==> config.mk <==
export PLATFORM = sky130hd
export DESIGN_NAME = timeout_scheduler
export DESIGN_NICKNAME = d
export VERILOG_FILES = /design/src/rtl/timeout_scheduler_pkg.sv /design/src/rtl/timeout_scheduler_rr_arbiter.sv /design/src/rtl/timeout_scheduler.sv
export SDC_FILE = /design/constraint.sdc
export NUM_CORES = 1
export LEC_CHECK = 0
export BUFFER_PORTS_ARGS = -buffer_cell sky130_fd_sc_hd__buf_2
export CELL_PAD_IN_SITES_DETAIL_PLACEMENT = 2
export CELL_PAD_IN_SITES_GLOBAL_PLACEMENT = 2
export CORE_MARGIN = 2
export CORE_UTILIZATION = 36
export DETAILED_ROUTE_END_ITERATION = 12
export GPL_TIMING_DRIVEN = 0
export HOLD_SLACK_MARGIN = 0.06
export MAX_ROUTING_LAYER = met4
export PLACE_DENSITY = 0.91
export SETUP_SLACK_MARGIN = 0.02
export SYNTH_ARGS = -nofsm -noshare
export SYNTH_HDL_FRONTEND = slang
export SYNTH_SLANG_ARGS = --single-unit
export TNS_END_PERCENT = 20
==> constraint.sdc <==
create_clock -name clk -period 3.6 [get_ports clk]
set_input_delay 0.54 -clock clk [delete_from_list [all_inputs] [get_ports clk]]
set_output_delay 0.54 -clock clk [all_outputs]
set_load 0.05 [all_outputs]
==> src/rtl/timeout_scheduler_pkg.sv <==
// Shared types and limits for the timeout scheduler.
// Channel/global state encodings and width defaults.
package timeout_scheduler_pkg;

  localparam int DATA_WIDTH_DEF = 32;
  localparam int MAX_CH         = 16;

  typedef enum logic {
    IDLE,
    ARMED
  } ch_state_e;

  typedef enum logic [1:0] {
    RUN,
    DRAIN,
    CLR,
    ACK
  } g_state_e;

endpackage

==> src/rtl/timeout_scheduler_rr_arbiter.sv <==
// Round-robin arbiter: one-hot grant, pointer moves past the winner.
// Generic over N; shared by other single-resource blocks.
module rr_arbiter #(
  parameter int N = 4
) (
  input  logic         i_clk,
  input  logic         i_rst_n,
  input  logic [N-1:0] i_req,
  output logic [N-1:0] o_grant
);

  localparam int PW = (N > 1) ? $clog2(N) : 1;

  logic [PW-1:0] r_ptr;
  logic [PW-1:0] w_ptr_next;
  logic [PW-1:0] w_idx;
  logic          w_found;

  always_comb begin
    o_grant    = '0;
    w_ptr_next = r_ptr;
    w_found    = 1'b0;
    w_idx      = '0;
    for (int k = 0; k < N; k++) begin
      w_idx = PW'((int'(r_ptr) + k) % N);
      if (!w_found && i_req[w_idx]) begin
        w_found        = 1'b1;
        o_grant[w_idx] = 1'b1;
        w_ptr_next     = PW'((int'(w_idx) + 1) % N);
      end
    end
  end

  always_ff @(posedge i_clk or negedge i_rst_n) begin
    if (!i_rst_n) begin
      r_ptr <= '0;
    end else if (w_found) begin
      r_ptr <= w_ptr_next;
    end
  end

endmodule

==> src/rtl/timeout_scheduler.sv <==
// NUM_CH timeout channels sharing one free-running timestamp counter.
// Optional TIMEOUT_SCHED_PERIODIC_EN adds auto-rearming periodic channels.
module timeout_scheduler
  import timeout_scheduler_pkg::*;
#(
  parameter int NUM_CH     = 4,
  parameter int DATA_WIDTH = DATA_WIDTH_DEF
) (
  input  logic                         clk,
  input  logic                         reset,
  input  logic [DATA_WIDTH-1:0]        now,
  output logic                         counter_clear,
  input  logic                         clear_req,
  output logic                         clear_ack,
  input  logic [NUM_CH-1:0]            arm_valid,
  input  logic [NUM_CH*DATA_WIDTH-1:0] arm_delay,
`ifdef TIMEOUT_SCHED_PERIODIC_EN
  input  logic [NUM_CH-1:0]            arm_periodic,
`endif
  output logic [NUM_CH-1:0]            arm_ready,
  input  logic [NUM_CH-1:0]            cancel,
  output logic [NUM_CH-1:0]            busy,
  output logic [NUM_CH-1:0]            expired
);

  g_state_e          r_gstate;
  g_state_e          w_gnext;
  logic [NUM_CH-1:0] w_req;
  logic [NUM_CH-1:0] w_grant;
  logic [NUM_CH-1:0] w_busy;
  logic              w_run;
  logic              w_any_busy;

  assign w_run      = reset & (r_gstate == RUN);
  assign w_any_busy = |w_busy;
  assign arm_ready  = w_grant;
  assign busy       = w_busy;

  rr_arbiter #(
    .N(NUM_CH)
  ) u_arb (
    .i_clk  (clk),
    .i_rst_n(reset),
    .i_req  (w_req),
    .o_grant(w_grant)
  );

  for (genvar g = 0; g < NUM_CH; g++) begin : g_ch
    ch_state_e             r_state;
    logic [DATA_WIDTH-1:0] r_deadline;
    logic [DATA_WIDTH-1:0] w_delay;
    logic [DATA_WIDTH-1:0] w_diff;
    logic                  r_exp;
    logic                  w_cancel;
    logic                  w_fire;
`ifdef TIMEOUT_SCHED_PERIODIC_EN
    logic [DATA_WIDTH-1:0] r_period;
    logic                  r_periodic;
`endif

    // wrap-safe "now >= deadline" for delays below half the range
    assign w_delay   = arm_delay[g*DATA_WIDTH +: DATA_WIDTH];
    assign w_diff    = now - r_deadline;
    assign w_busy[g] = (r_state == ARMED);
    assign w_cancel  = w_busy[g] & cancel[g];
    assign w_fire    = w_busy[g] & ~w_diff[DATA_WIDTH-1] & ~cancel[g];
    assign w_req[g]  = arm_valid[g] & ~w_busy[g] & w_run;
    assign expired[g] = r_exp;

    always_ff @(posedge clk or negedge reset) begin
      if (!reset) begin
        r_state    <= IDLE;
        r_deadline <= '0;
        r_exp      <= 1'b0;
`ifdef TIMEOUT_SCHED_PERIODIC_EN
        r_period   <= '0;
        r_periodic <= 1'b0;
`endif
      end else begin
        r_exp <= 1'b0;
        unique case (1'b1)
          w_grant[g]: begin
            r_state    <= ARMED;
            r_deadline <= now + w_delay;
`ifdef TIMEOUT_SCHED_PERIODIC_EN
            r_period   <= w_delay;
            r_periodic <= arm_periodic[g] & (|w_delay);
`endif
          end
          w_cancel: begin
            r_state <= IDLE;
          end
          w_fire: begin
            r_exp <= 1'b1;
`ifdef TIMEOUT_SCHED_PERIODIC_EN
            if (r_periodic) begin
              r_deadline <= r_deadline + r_period;
            end else begin
              r_state <= IDLE;
            end
`else
            r_state <= IDLE;
`endif
          end
          default: ;
        endcase
      end
    end
  end

  always_ff @(posedge clk or negedge reset) begin
    if (!reset) begin
      r_gstate <= RUN;
    end else begin
      r_gstate <= w_gnext;
    end
  end

  // a grant in the same cycle as clear_req must also be drained
  always_comb begin
    w_gnext = r_gstate;
    unique case (r_gstate)
      RUN: begin
        if (clear_req) begin
          w_gnext = (w_any_busy || (|w_grant)) ? DRAIN : CLR;
        end
      end
      DRAIN: begin
        if (!clear_req) begin
          w_gnext = RUN;
        end else if (!w_any_busy) begin
          w_gnext = CLR;
        end
      end
      CLR:     w_gnext = ACK;
      ACK:     w_gnext = RUN;
      default: w_gnext = RUN;
    endcase
  end

  always_comb begin
    counter_clear = 1'b0;
    clear_ack     = 1'b0;
    unique case (r_gstate)
      CLR:     counter_clear = 1'b1;
      ACK:     clear_ack     = 1'b1;
      default: ;
    endcase
  end

endmodule
# After elaboration in Yosys (flattened, before gate mapping)
# Cells that the tools add are included.
# word_totals
ff_bits	140
in_bits	171
output_inout_bits	14
elab_cells	145
# classes
addsub	14
magnitude_cmp	8
n_eq_ne	5
n_mux	43
bitwise	36
n_reduce_logical	25
# op_table
op	n
32-bit adder	4
32-bit subtractor	4
1-bit AND	21
1-bit 2-to-1 mux	18
2-bit 2-to-1 mux	8
4-bit 2-to-1 mux	4
2-bit by 3-bit < comparator with 1-bit output (second input constant)	4
1-bit inverter	12
4-bit bitwise OR	3
2-bit by 1-bit adder with 2-bit output (second input constant)	4
1-bit binary-select mux with 2-bit select	4
1-bit demux with 2-bit select	4
2-bit by 1-bit greater-or-equal comparator with 1-bit output (second input constant)	4
1-bit case mux with 2 select lines	4
2-bit case mux with 4 select lines	1
2-bit nonzero test	4
2-bit OR reduction	4
4-bit OR reduction	2
1-bit logical AND	7
2-bit adder (second input constant)	2
2-bit == test (second input constant)	2
2-bit AND reduction	2
4-bit nonzero test	1
1-bit logical NOT	3
5 further kinds	5

# Longest topological paths before layout
# depth
ltp_word	20
depth_mapped	13
depth_no_buf	12

# By module
# From an unflattened synthesis, not the netlist that was laid out.
# unflattened
hier_cells	1793
area_unflattened_um2	15020.7
# by_module_without_submodules
module	n_inst	cells_each	area_each_um2	seq_area_each_um2
timeout_scheduler	1	1752	14601.5	3453.3
rr_arbiter	1	41	419.2	50.0

# Worst setup path after synthesis
# Ideal clock, no wire load.
# synth_timing
kind	register -> output
startpoint	register u_arb.r_ptr[0]
endpoint	output port arm_ready[3]
arrival_time_ns	2.582
setup_slack_ns	0.478
path_stages_with_launch	10
path_buffers	3
path_cell_list	dfrtp_1 buf_6 inv_1 ha_1 or3_4 a211oi_4 a221oi_2 buf_6 buf_6 inv_1
# synth_between
elab_chain_cells	12
word_cells_on_any_way	47
classes_between	3 x add/sub; 8 x order compare; 23 x mux; 3 x bitwise; 10 x reduce/logical
# synth_lines
item	line_no	rtl
from (decl)	timeout_scheduler_rr_arbiter.sv:14	logic [PW-1:0] r_ptr;
from (signal assigned)	timeout_scheduler_rr_arbiter.sv:38	r_ptr <= w_ptr_next;
parallel branches: the longest is 11 deep, another holds 2-bit by 3-bit < comparator with 1-bit output	--	
4-bit 2-to-1 mux (*)	timeout_scheduler_rr_arbiter.sv:26	if (!w_found && i_req[w_idx]) begin
to (decl)	timeout_scheduler.sv:20	output logic [NUM_CH-1:0] arm_ready,
# Mark *: on every way between the ends. The select of a mux whose other input is x is not followed.

# Final worst setup path
# layout_timing
startpoint	register u_arb.r_ptr[0]
endpoint	output port arm_ready[0]
# Same word-level chain as after synthesis.

==> impl_metrics.tcl <==
set metrics [dict create \
    arrival_ps 3310 \
    area_growth_pct 17.1 \
    grt-busiest-layer "met2" \
    crit_type "reg -> out" \
    die_h_um 208 \
    status "complete, but fails checks" \
    fin_skew_ps 23.3 \
    clk_pin_slew_ps 80 \
    layout_min_cycle_time_ps 3850 \
    grtUsageTotal_pct 34.5 \
    routed_via_density 6.06 \
    multi_input_area_mm2 0.0106 \
    cp-end-kind "output pin" \
    syn_nets 2237 \
    place_ws_ps -521 \
    start_util_pct 36.5 \
    core_mm2 0.0409 \
    drtPass1Iterations 5 \
    io_pins 185 \
    use_met1_pct 39.7 \
    rsz0062_at_grt "true" \
    drt.antenna.violating_nets 0 \
    root_buffer "clkbuf_16" \
    row_count 74 \
    num_vias 15640 \
    switching_share_pct 47.9 \
    htreeDepth 4 \
    cts_buffer_depth 2 \
    cts.sinks 140 \
    wire_per_inst_um 28.3 \
    grt_pass1_vias 17840 \
    antenna_found_initial 1 \
    gp_congestion 0.901 \
    ys_seq_elements 140 \
    syn_avg_cell_area_um2 8.25 \
    intPower_mw 5.92 \
    finalMaxSlewViolations 0 \
    cp_max_fo 5 \
    synthArstFlopShare_pct 100 \
    tritoncts "done" \
    hold_class "in -> async" \
    switching_power_mw 5.44 \
    seq_area_mm2 0.00351 \
    max_clock_freq_ghz 0.260 \
    ir_drop_v 0.000221 \
    nets 2459 \
    r2r-end "g_ch[0].r_deadline[1]" \
    power.density_mw_per_mm2 650 \
    setup_viol 4 \
    synth_warnings 0 \
    synth_cell_types 86 \
    dp_hpwl_um 49000 \
    die-area_mm2 0.0431 \
    tightest_slew_ps 1270 \
    met3_usage_pct 5.04 \
    synth_area_leader_cell "dfrtp_1" \
    grt-ovfl-total 0 \
    port_buffers 183 \
    synth_edf_count 0 \
    failed_checks "negative setup slack" \
    fin_ws_ps -251 \
    drv_cap 0 \
    drcViolationCount 0 \
    timing.rr.start "u_arb.r_ptr[0]" \
    power_frac_clock_pct 18.4 \
    power.share.combinational_pct 57.3 \
    dp_cells 2527 \
    cp_data_required_time_ps 3060 \
    routed_wl_um 72900 \
    hold_violations 0 \
    post_synth_main_area_contributors "dfrtp_1, ha_1, a21oi_1" \
    r2r_cells 13 \
    nFillCells 4606 \
    drive_gt1_share_pct 15.4 \
    syn-cell-area_mm2 0.0149 \
    reg2reg_setup_slack_ps -30 \
    synth_largest_type_area_fraction_pct 23.5 \
    use_met2_pct 57.3 \
    critPathLaunchType "flip-flop" \
    clk_latency_ps 480 \
    grt_pass1_wl_um 110000 \
    instances_no_fill 2579 \
    p_leak_nw 8.67 \
    first_iter_violations 1082 \
    grt_max_degree 82 \
    synthesis.instances 1811 \
    timing.slew.headroom_pct 15.6 \
    die_x_um 208 \
    cts_buffers 17 \
    power_frac_seq_pct 24.4 \
    final_core_util_pct 42.7 \
    ys_seq_area_share_pct 23.5 \
    fin_crit_sh_pct 107 \
    dominantRegCellSynth "dfrtp_1" \
]
## cells in the mapped netlist (9+ instances only)
library cell,number
a31oi_1,18
nand3_1,22
nor2b_1,31
dfrtp_1,140
o21ai_0,155
clkbuf_1,29
o211ai_1,14
a21oi_1,179
mux2_2,9
and3_1,17
xnor2_1,59
o21a_1,23
xor2_1,56
nor3_1,18
o31ai_1,13
nor2_1,125
a211oi_1,11
nand2_1,145
ha_1,251
a21o_1,81
buf_2,9
o21bai_1,16
nand2b_1,32
inv_1,163
nand4_1,33
## worst max-delay path, cell delays in order (launching register included)
cell and delay [ps]:
dfrtp_2 390, buf_6 150, clkinvlp_4 120, ha_4 310
mux4_2 400, nor3_4 320, a22oi_1 180, nor2_1 390
a221oi_4 70, buf_12 170, inv_2 50, buf_2 250
## worst max path at each step
stage / start / to / slack [ps] / cells past startpoint
after detailed placement: now[15] / g_ch[0].r_deadline[31] / -520 / 12
after CTS: u_arb.r_ptr[0] / arm_ready[3] / 30 / 11
after global routing: u_arb.r_ptr[0] / arm_ready[0] / -300 / 11
after floorplan: u_arb.r_ptr[0] / arm_ready[3] / 480 / 9
after global placement: reset / arm_ready[2] / -2640 / 9
final: u_arb.r_ptr[0] / arm_ready[0] / -250 / 11
## cell usage in the layout (no fill, tap or decap), types with 5 or more instances in the layout
cell	count
nand2b_1	32
nand3_1	22
o31ai_1	13
nor2b_1	31
ha_1	250
clkbuf_1	30
and3_1	17
a221o_1	5
a21oi_1	179
nand4_1	33
o21a_1	23
inv_1	161
a31oi_1	18
or3_1	8
xnor2_1	59
mux2_2	9
dfrtp_1	137
clkbuf_16	17
nor3b_1	7
o21bai_1	16
buf_4	26
and2_1	8
o211ai_1	14
a211oi_1	10
bufinv_16	5
nand2_1	145
nor2_1	122
nor4_1	5
buf_2	186
mux2i_1	7
a21o_1	81
or2_2	5
xor2_1	56
nor3_1	18
o21ai_0	154
## state kept, by name, summed over array words and instances, names as in the netlist
register,flops
u_arb.r_ptr,2
g_ch.r_state,4
r_gstate,2
g_ch.r_deadline,128
g_ch.r_exp,4
## what timing repair did
item	CTS	global route
hold endpoints to repair	11	0
gates resized for setup	16	14
pin swaps	2	1
setup buffers	12	7
hold buffers	2	0
endpoints found under the setup margin	12	21
## metal layers
metal / part of all wire, % / vias to the layer above
li1: - / 6920
met1: 41 / 7886
met2: 48 / 570
met3: 4.3 / 264
met4: 6.2 / 0
met5: 0 / -
## power groups by stage
| stage | Combinational (mW) | Sequential, mW | Clock [mW] |
|---|---|---|---|
| final | 6.51 | 2.77 | 2.09 |
| after global routing | 7.00 | 2.83 | 2.13 |
| after CTS | 6.16 | 2.73 | 2.06 |
| after detailed placement | 5.68 | 2.71 | 0 |
| after global placement | 5.10 | 2.62 | 0 |
| after floorplan | 3.87 | 2.55 | 0 |
## logic make-up (layout without fill, tap and decap cells)
logic type | after synthesis | in the layout | share of synthesized area [%]
compound gates | 587 | 587 | 25.0
xor+xnor | 115 | 115 | 6.74
fa+ha+maj | 255 | 255 | 21.6
buf+inv | 219 | 453 | 6.02
flops | 140 | 140 | 23.5
mux | 19 | 19 | 1.60
other cells | 0 | 2 | 0
simple gates | 476 | 476 | 15.6
## layout make-up
type                    instances  share of cell area, %
inverters                     166                   3.60
plain buffers                  51                   1.49
multi-input cells            1452                   60.6
clock inverters                11                   1.10
repair buffers                205                   6.73
clock buffers                  20                   2.55
diodes                          2                 0.0286
well taps                     532                   3.81
flip-flops and latches        140                   20.1
## metrics by stage
| step | cell area [um^2] | hold WS (ps) | total power, mW | setup TNS, ps |
|---|---|---|---|---|
| 2_1_floorplan | 14900 | 244 | 6.42 | 0 |
| 3_3_place_gp | 16500 | 461 | 7.72 | -313900 |
| 3_5_place_dp | 16600 | 473 | 8.39 | -6920 |
| 4_1_cts | 17400 | 104 | 11.0 | 0 |
| 5_1_grt | 17500 | 104 | 12.0 | -842 |
| 6_report | 17500 | 72.7 | 11.4 | -330 |
Power figures use the tool's default switching activity.
